`src/rtl/fetch_stage.sv`:
```
// fetch_stage: instruction-fetch stage with PC, instruction-memory request
// handshake, one-entry skid buffer and the IF/ID pipeline register.
// Branch/jump targets are formed from the IF/ID contents and applied when
// the controller signals a redirect for the instruction held there.
module fetch_stage #(
   parameter logic [31:0] RESET_PC = 32'h0000_0000
) (
   input  logic        clk,
   input  logic        rst_n,
   output logic        imem_req,
   output logic [31:0] imem_addr,
   input  logic [31:0] imem_rdata,
   input  logic        imem_ready,
   input  logic        stall,
   input  logic        pc_src,
   input  logic        jump,
   output logic [31:0] pc,
   output logic        if_id_valid,
   output logic [31:0] if_id_instr,
   output logic [31:0] if_id_pc_plus4,
   output logic [5:0]  op_code,
   output logic [5:0]  funct
);

   // FETCH: request at pc. DISCARD: finish an abandoned request, drop its data.
   // HOLD: response parked in the skid while decode is stalled.
   typedef enum logic [1:0] {FETCH, DISCARD, HOLD} state_e;

   localparam logic [31:0] RESET_ADDR = {RESET_PC[31:2], 2'b00};

   state_e      state_q, state_d;
   logic        run_q, run_d;
   logic [31:0] pc_q, pc_d;
   logic [31:0] req_addr_q, req_addr_d;
   logic        if_id_valid_q, if_id_valid_d;
   logic [31:0] if_id_instr_q, if_id_instr_d;
   logic [31:0] if_id_pc_plus4_q, if_id_pc_plus4_d;
   logic [31:0] skid_instr_q, skid_instr_d;
   logic [31:0] skid_pc_plus4_q, skid_pc_plus4_d;

   logic        accept;
   logic        redir;
   logic [31:0] pc_plus4;
   logic [31:0] jump_target;
   logic [31:0] branch_target;
   logic [31:0] redir_target;

   // Handshake, redirect decision and target arithmetic (all sums wrap mod 2^32)
   always_comb begin
      accept        = run_q & imem_ready;
      redir         = if_id_valid_q & ~stall & (jump | pc_src);
      pc_plus4      = pc_q + 32'd4;
      jump_target   = {if_id_pc_plus4_q[31:28], if_id_instr_q[25:0], 2'b00};
      branch_target = if_id_pc_plus4_q + {{14{if_id_instr_q[15]}}, if_id_instr_q[15:0], 2'b00};
      redir_target  = jump ? jump_target : branch_target;
   end

   // State register and all datapath flops; everything clears asynchronously
   always_ff @(posedge clk or negedge rst_n) begin
      if (!rst_n) begin
         state_q          <= FETCH;
         run_q            <= 1'b0;
         pc_q             <= RESET_ADDR;
         req_addr_q       <= RESET_ADDR;
         if_id_valid_q    <= 1'b0;
         if_id_instr_q    <= 32'h0;
         if_id_pc_plus4_q <= 32'h0;
         skid_instr_q     <= 32'h0;
         skid_pc_plus4_q  <= 32'h0;
      end else begin
         // NOTE: non-blocking here so every flop samples the pre-edge values.
         state_q          <= state_d;
         run_q            <= run_d;
         pc_q             <= pc_d;
         req_addr_q       <= req_addr_d;
         if_id_valid_q    <= if_id_valid_d;
         if_id_instr_q    <= if_id_instr_d;
         if_id_pc_plus4_q <= if_id_pc_plus4_d;
         skid_instr_q     <= skid_instr_d;
         skid_pc_plus4_q  <= skid_pc_plus4_d;
      end
   end

   // Next-state logic for the fetch FSM
   always_comb begin
      state_d = state_q;
      unique case (state_q)
         FETCH: begin
            if (accept && stall)            state_d = HOLD;
            else if (!imem_ready && redir)  state_d = DISCARD;
         end
         DISCARD: begin
            if (imem_ready)                 state_d = FETCH;
         end
         HOLD: begin
            if (!stall)                     state_d = FETCH;
         end
         default:                           state_d = FETCH;
      endcase
   end

   // Datapath next values: PC, IF/ID register, skid buffer, request address
   always_comb begin
      // NOTE: every target gets a default first so no path infers a latch.
      run_d            = 1'b1;
      pc_d             = pc_q;
      if_id_valid_d    = if_id_valid_q;
      if_id_instr_d    = if_id_instr_q;
      if_id_pc_plus4_d = if_id_pc_plus4_q;
      skid_instr_d     = skid_instr_q;
      skid_pc_plus4_d  = skid_pc_plus4_q;

      if (redir) begin
         // Redirect flushes IF/ID; any data returned this cycle is dropped.
         pc_d             = redir_target;
         if_id_valid_d    = 1'b0;
         if_id_instr_d    = 32'h0;
         if_id_pc_plus4_d = 32'h0;
      end else begin
         unique case (state_q)
            FETCH: begin
               if (accept && stall) begin
                  skid_instr_d    = imem_rdata;
                  skid_pc_plus4_d = pc_plus4;
               end else if (accept) begin
                  if_id_valid_d    = 1'b1;
                  if_id_instr_d    = imem_rdata;
                  if_id_pc_plus4_d = pc_plus4;
                  pc_d             = pc_plus4;
               end else if (!stall) begin
                  // Decode consumed IF/ID and nothing arrived: insert a bubble.
                  if_id_valid_d    = 1'b0;
                  if_id_instr_d    = 32'h0;
                  if_id_pc_plus4_d = 32'h0;
               end
            end
            DISCARD: begin
               if (!stall) begin
                  if_id_valid_d    = 1'b0;
                  if_id_instr_d    = 32'h0;
                  if_id_pc_plus4_d = 32'h0;
               end
            end
            HOLD: begin
               if (!stall) begin
                  if_id_valid_d    = 1'b1;
                  if_id_instr_d    = skid_instr_q;
                  if_id_pc_plus4_d = skid_pc_plus4_q;
                  pc_d             = skid_pc_plus4_q;
               end
            end
            default: ;
         endcase
      end

      // The abandoned address is held through DISCARD; otherwise it tracks pc.
      req_addr_d = (state_d == DISCARD) ? req_addr_q : pc_d;
   end

   // FSM outputs: request is idle while a response is parked in the skid
   always_comb begin
      imem_req = run_q & (state_q != HOLD);
   end

   assign imem_addr      = req_addr_q;
   assign pc             = pc_q;
   assign if_id_valid    = if_id_valid_q;
   assign if_id_instr    = if_id_instr_q;
   assign if_id_pc_plus4 = if_id_pc_plus4_q;
   assign op_code        = if_id_instr_q[31:26];
   assign funct          = if_id_instr_q[5:0];

endmodule
```
`config.mk`:
```
export PLATFORM = sky130hd
export DESIGN_NAME = fetch_stage
export DESIGN_NICKNAME = d
export VERILOG_FILES = /design/src/rtl/fetch_stage.sv
export SDC_FILE = /design/constraint.sdc
export NUM_CORES = 1
export LEC_CHECK = 0
export CAP_MARGIN = 20
export CORE_ASPECT_RATIO = 0.75
export CORE_MARGIN = 2
export CORE_UTILIZATION = 60
export DETAILED_ROUTE_END_ITERATION = 10
export DONT_BUFFER_PORTS = 1
export PLACE_DENSITY = 0.76
export SYNTH_ARGS = -nofsm -noshare
export SYNTH_HDL_FRONTEND = slang
export SYNTH_SLANG_ARGS = --single-unit
```
`constraint.sdc`:
```
create_clock -name clk -period 4.5 [get_ports clk]
set_input_delay 0.9 -clock clk [delete_from_list [all_inputs] [get_ports clk]]
set_output_delay 0.9 -clock clk [all_outputs]
set_load 0.1 [all_outputs]
```
==> results list <==
* Status: complete, no violations
- Area growth syn-to-layout: 10.3%
* Initial DRC Count: 1552
- In this run the cell area of the synthesized design comes to 0.0123 mm2.
- Setup violations remaining at the end of the flow were counted as 0.
- Buffer count from post-CTS setup fixing: 0
* Number of global-route vias before repair: 10500
- Most prevalent standard cell on the critical path: mux2_4
- Cells resized by post-CTS repair: 0
- After detailed routing, the number of vias per cell comes to 6.86.
* TritonCTS Sinks: 196
* Share of layout cells above drive strength 1: 17.5%
- Number of I/O port buffers: 0
* Critical path capture point type: flop
* Maximum count of clock buffers along a single path: 2
* Chip Height: 128 um
- Worst slew pin tran: 1.12 ns
* Drt pass-1 iters: 8
- The H-tree was split into 4 levels.
- The synthesized netlist contains 73 unique library cells.
- In the global route stage, overall resource usage came out at 35.9%.
- Quantity of hold-fixing buffers added after cts: 0
- Clock Root Buffer: clkbuf_16
- Global-route wire length before repair: 59900 um
* Last weighted congestion value of the routability-driven placer: 0.934
- Along the worst path, the maximum fanout reaches 20.
- Filler cells: 1598
- The worst path uses 85.0% of the clock period.
- Core area: 0.0202 mm2
* Clock Skews: 0.0178 ns
* Number of antenna violations at the first check in global routing: 0
* Final Critical Period: 3.82 ns
* MaxCap Viol Count: 0
- Data on the critical path is required at its endpoint by 4.83 ns.
- Summed over all nets, the half-perimeter wirelength after detailed placement is 25300 um.
- Worst-Skew Late Latency: 0.46 ns
- EDFF count, synth: 0
- In this run the mean area of a mapped cell was 8.93 um2.
- CTS clk-pin slew, worst paths: 0.07 ns
- Register area share after synthesis: 39.9%
- Sort of element at the start of the critical path: flop
- Arrival time at the worst endpoint: 4.15 ns
- DRC Markers: 0
- For the final routed database, the setup TNS stands at 0 ns.
* Final-report max-slew violation count: 0
- Fraction of registers with async set or reset after synthesis: 100%
* Total inserted antenna cells: 0
- Walking the worst path, the cells encountered are ha_1, and2_1, nor3b_1, nand2_1, nor3_2, a31o_4, mux2_4, o31a_1, mux2_4.
- Overall via count from detail_route: 11300
- Total congestion overflow: 0
* Critical path's largest stage delay: 0.98 ns
- Count of nets left with antenna violations after detail routing: 0
* Synth warnings: 0
- Worst r2r src: if_id_instr[15]$_DFFE_PN0P_
* Most common cell after layout, fill and taps aside: nand2_1
- Die X: 169 um
- Synthesized netlist cell count: 1375
- Register-to-register setup slack: 0.68 ns
- Largest net degree at the start of global routing: 197
* Cell at the slowest stage of the critical path: dfrtp_2
- The number of nets handed over by synthesis was 1448.
- 180 I/O pins were placed.
- Area of the die: 0.0216 mm2
- The path class of the tightest hold or removal check is input port to async pin.
- Detail-routed net length per standard cell: 23.6 um
- Final hold violation count: 0
- Nets: 1444
- In the layout the commonest cells are nand2_1, dfrtp_1, buf_4.
- Setup repair after global routing left no endpoint under its margin.
- TritonCTS built the clock tree.
* Most instantiated flip-flop cell in the synthesis netlist: dfrtp_1
- Type of the worst setup path: flop to flop
- FF-to-FF path depth: 9
- After synthesis the netlist holds a flip-flop and latch count of 196.
* Tightest slew margin relative to the limit: 25.3%
- Buffers inserted during clock tree synthesis total 17.
* Number of cell rows: 45
- End of the worst register-to-register path: imem_addr[26]$_DFFE_PN0P_
- Fmax: 0.261 GHz
- Wires add up to 38700 um.
- For this configuration, the core starts out at a cell density of 60.9%.
layout make-up:
cell class | instances | area, um2 | share of cell area (%)
Multi-Input combinational cell | 1035 | 6790 | 50.1
Timing Repair Buffer | 98 | 761 | 5.61
Sequential cell | 196 | 4920 | 36.3
Clock inverter | 12 | 228 | 1.68
Inverter | 23 | 86.3 | 0.637
Clock buffer | 20 | 437 | 3.22
Tap cell | 258 | 323 | 2.38
metal layers:
layer	GRT usage, %	part of all wire [%]	wire, um	vias to the layer above
met5	0	0	0	-
met4	10.4	2.6	1020	0
met3	12.3	14	5330	115
met2	53.3	43	16600	759
met1	50.0	41	15800	5441
li1	-	-	-	4956
worst max-delay path by stage:
stage                                      startpoint                         to  slack, ns  cells past startpoint
after floorplan           if_id_instr[15]$_DFFE_PN0P_  imem_addr[26]$_DFFE_PN0P_       0.98                      8
final                     if_id_instr[15]$_DFFE_PN0P_  imem_addr[26]$_DFFE_PN0P_       0.68                      9
after global routing      if_id_instr[15]$_DFFE_PN0P_  imem_addr[26]$_DFFE_PN0P_       0.53                      9
after global placement    if_id_instr[15]$_DFFE_PN0P_  imem_addr[26]$_DFFE_PN0P_       0.97                      9
after detailed placement  if_id_instr[15]$_DFFE_PN0P_  imem_addr[26]$_DFFE_PN0P_       0.81                      9
after CTS                 if_id_instr[15]$_DFFE_PN0P_  imem_addr[26]$_DFFE_PN0P_       0.80                      9
metrics by stage:
| step | hold WS, ns | instances | utilization, % | worst slack [ns] | area, um2 |
|---|---|---|---|---|---|
| 6_report | 0.149 | 1642 | 67.2 | 0.675 | 13500 |
| 5_1_grt | 0.131 | 1642 | 67.2 | 0.528 | 13500 |
| 4_1_cts | 0.127 | 1642 | 67.2 | 0.795 | 13500 |
| 3_5_place_dp | 0.473 | 1610 | 63.9 | 0.813 | 12900 |
| 3_3_place_gp | 0.465 | 1610 | 63.9 | 0.973 | 12900 |
| 2_1_floorplan | 0.450 | 1375 | - | 0.976 | 12300 |
worst max-delay path, delay by kind of cell (launching register included):
family                     cells  cell delay, ns
AOI/OAI and AO/OA              2            0.55
adders and majority gates      1            0.38
DFF                            1            0.98
muxes                          2            0.55
and+or+nand+nor                4            1.24
logic make-up (layout without fill, tap and decap cells):
group	count (synthesis)	after routing	synth area share, %
compound gates	424	424	23.2
simple gates	410	410	14.7
flops	196	196	39.9
buf+inv	144	153	4.98
mux	92	92	8.38
xor+xnor	73	73	5.21
fa+ha+maj	35	35	3.63
other cells	1	1	0.0305
cell usage after synthesis, drive strengths merged, types with 34 or more instances:
| cell type | n | area [um2] |
|---|---|---|
| a21oi | 84 | 420 |
| a22oi | 38 | 285 |
| a31oi | 39 | 244 |
| buf | 36 | 205 |
| clkbuf | 85 | 320 |
| dfrtp | 196 | 4900 |
| ha | 34 | 425 |
| mux2 | 80 | 908 |
| nand2 | 222 | 833 |
| nor2 | 73 | 274 |
| o21ai | 98 | 490 |
| xnor2 | 44 | 385 |
registers in the layout, summed over array words and instances (netlist names):
signal,flops
if_id_valid,1
pc,32
skid_pc_plus4_q,32
if_id_instr,32
if_id_pc_plus4,32
run_q,1
state_q,2
imem_addr,32
skid_instr_q,32
Power is not shown: default switching activity piles up to over one toggle a cycle in this logic, so the estimate is an artifact.
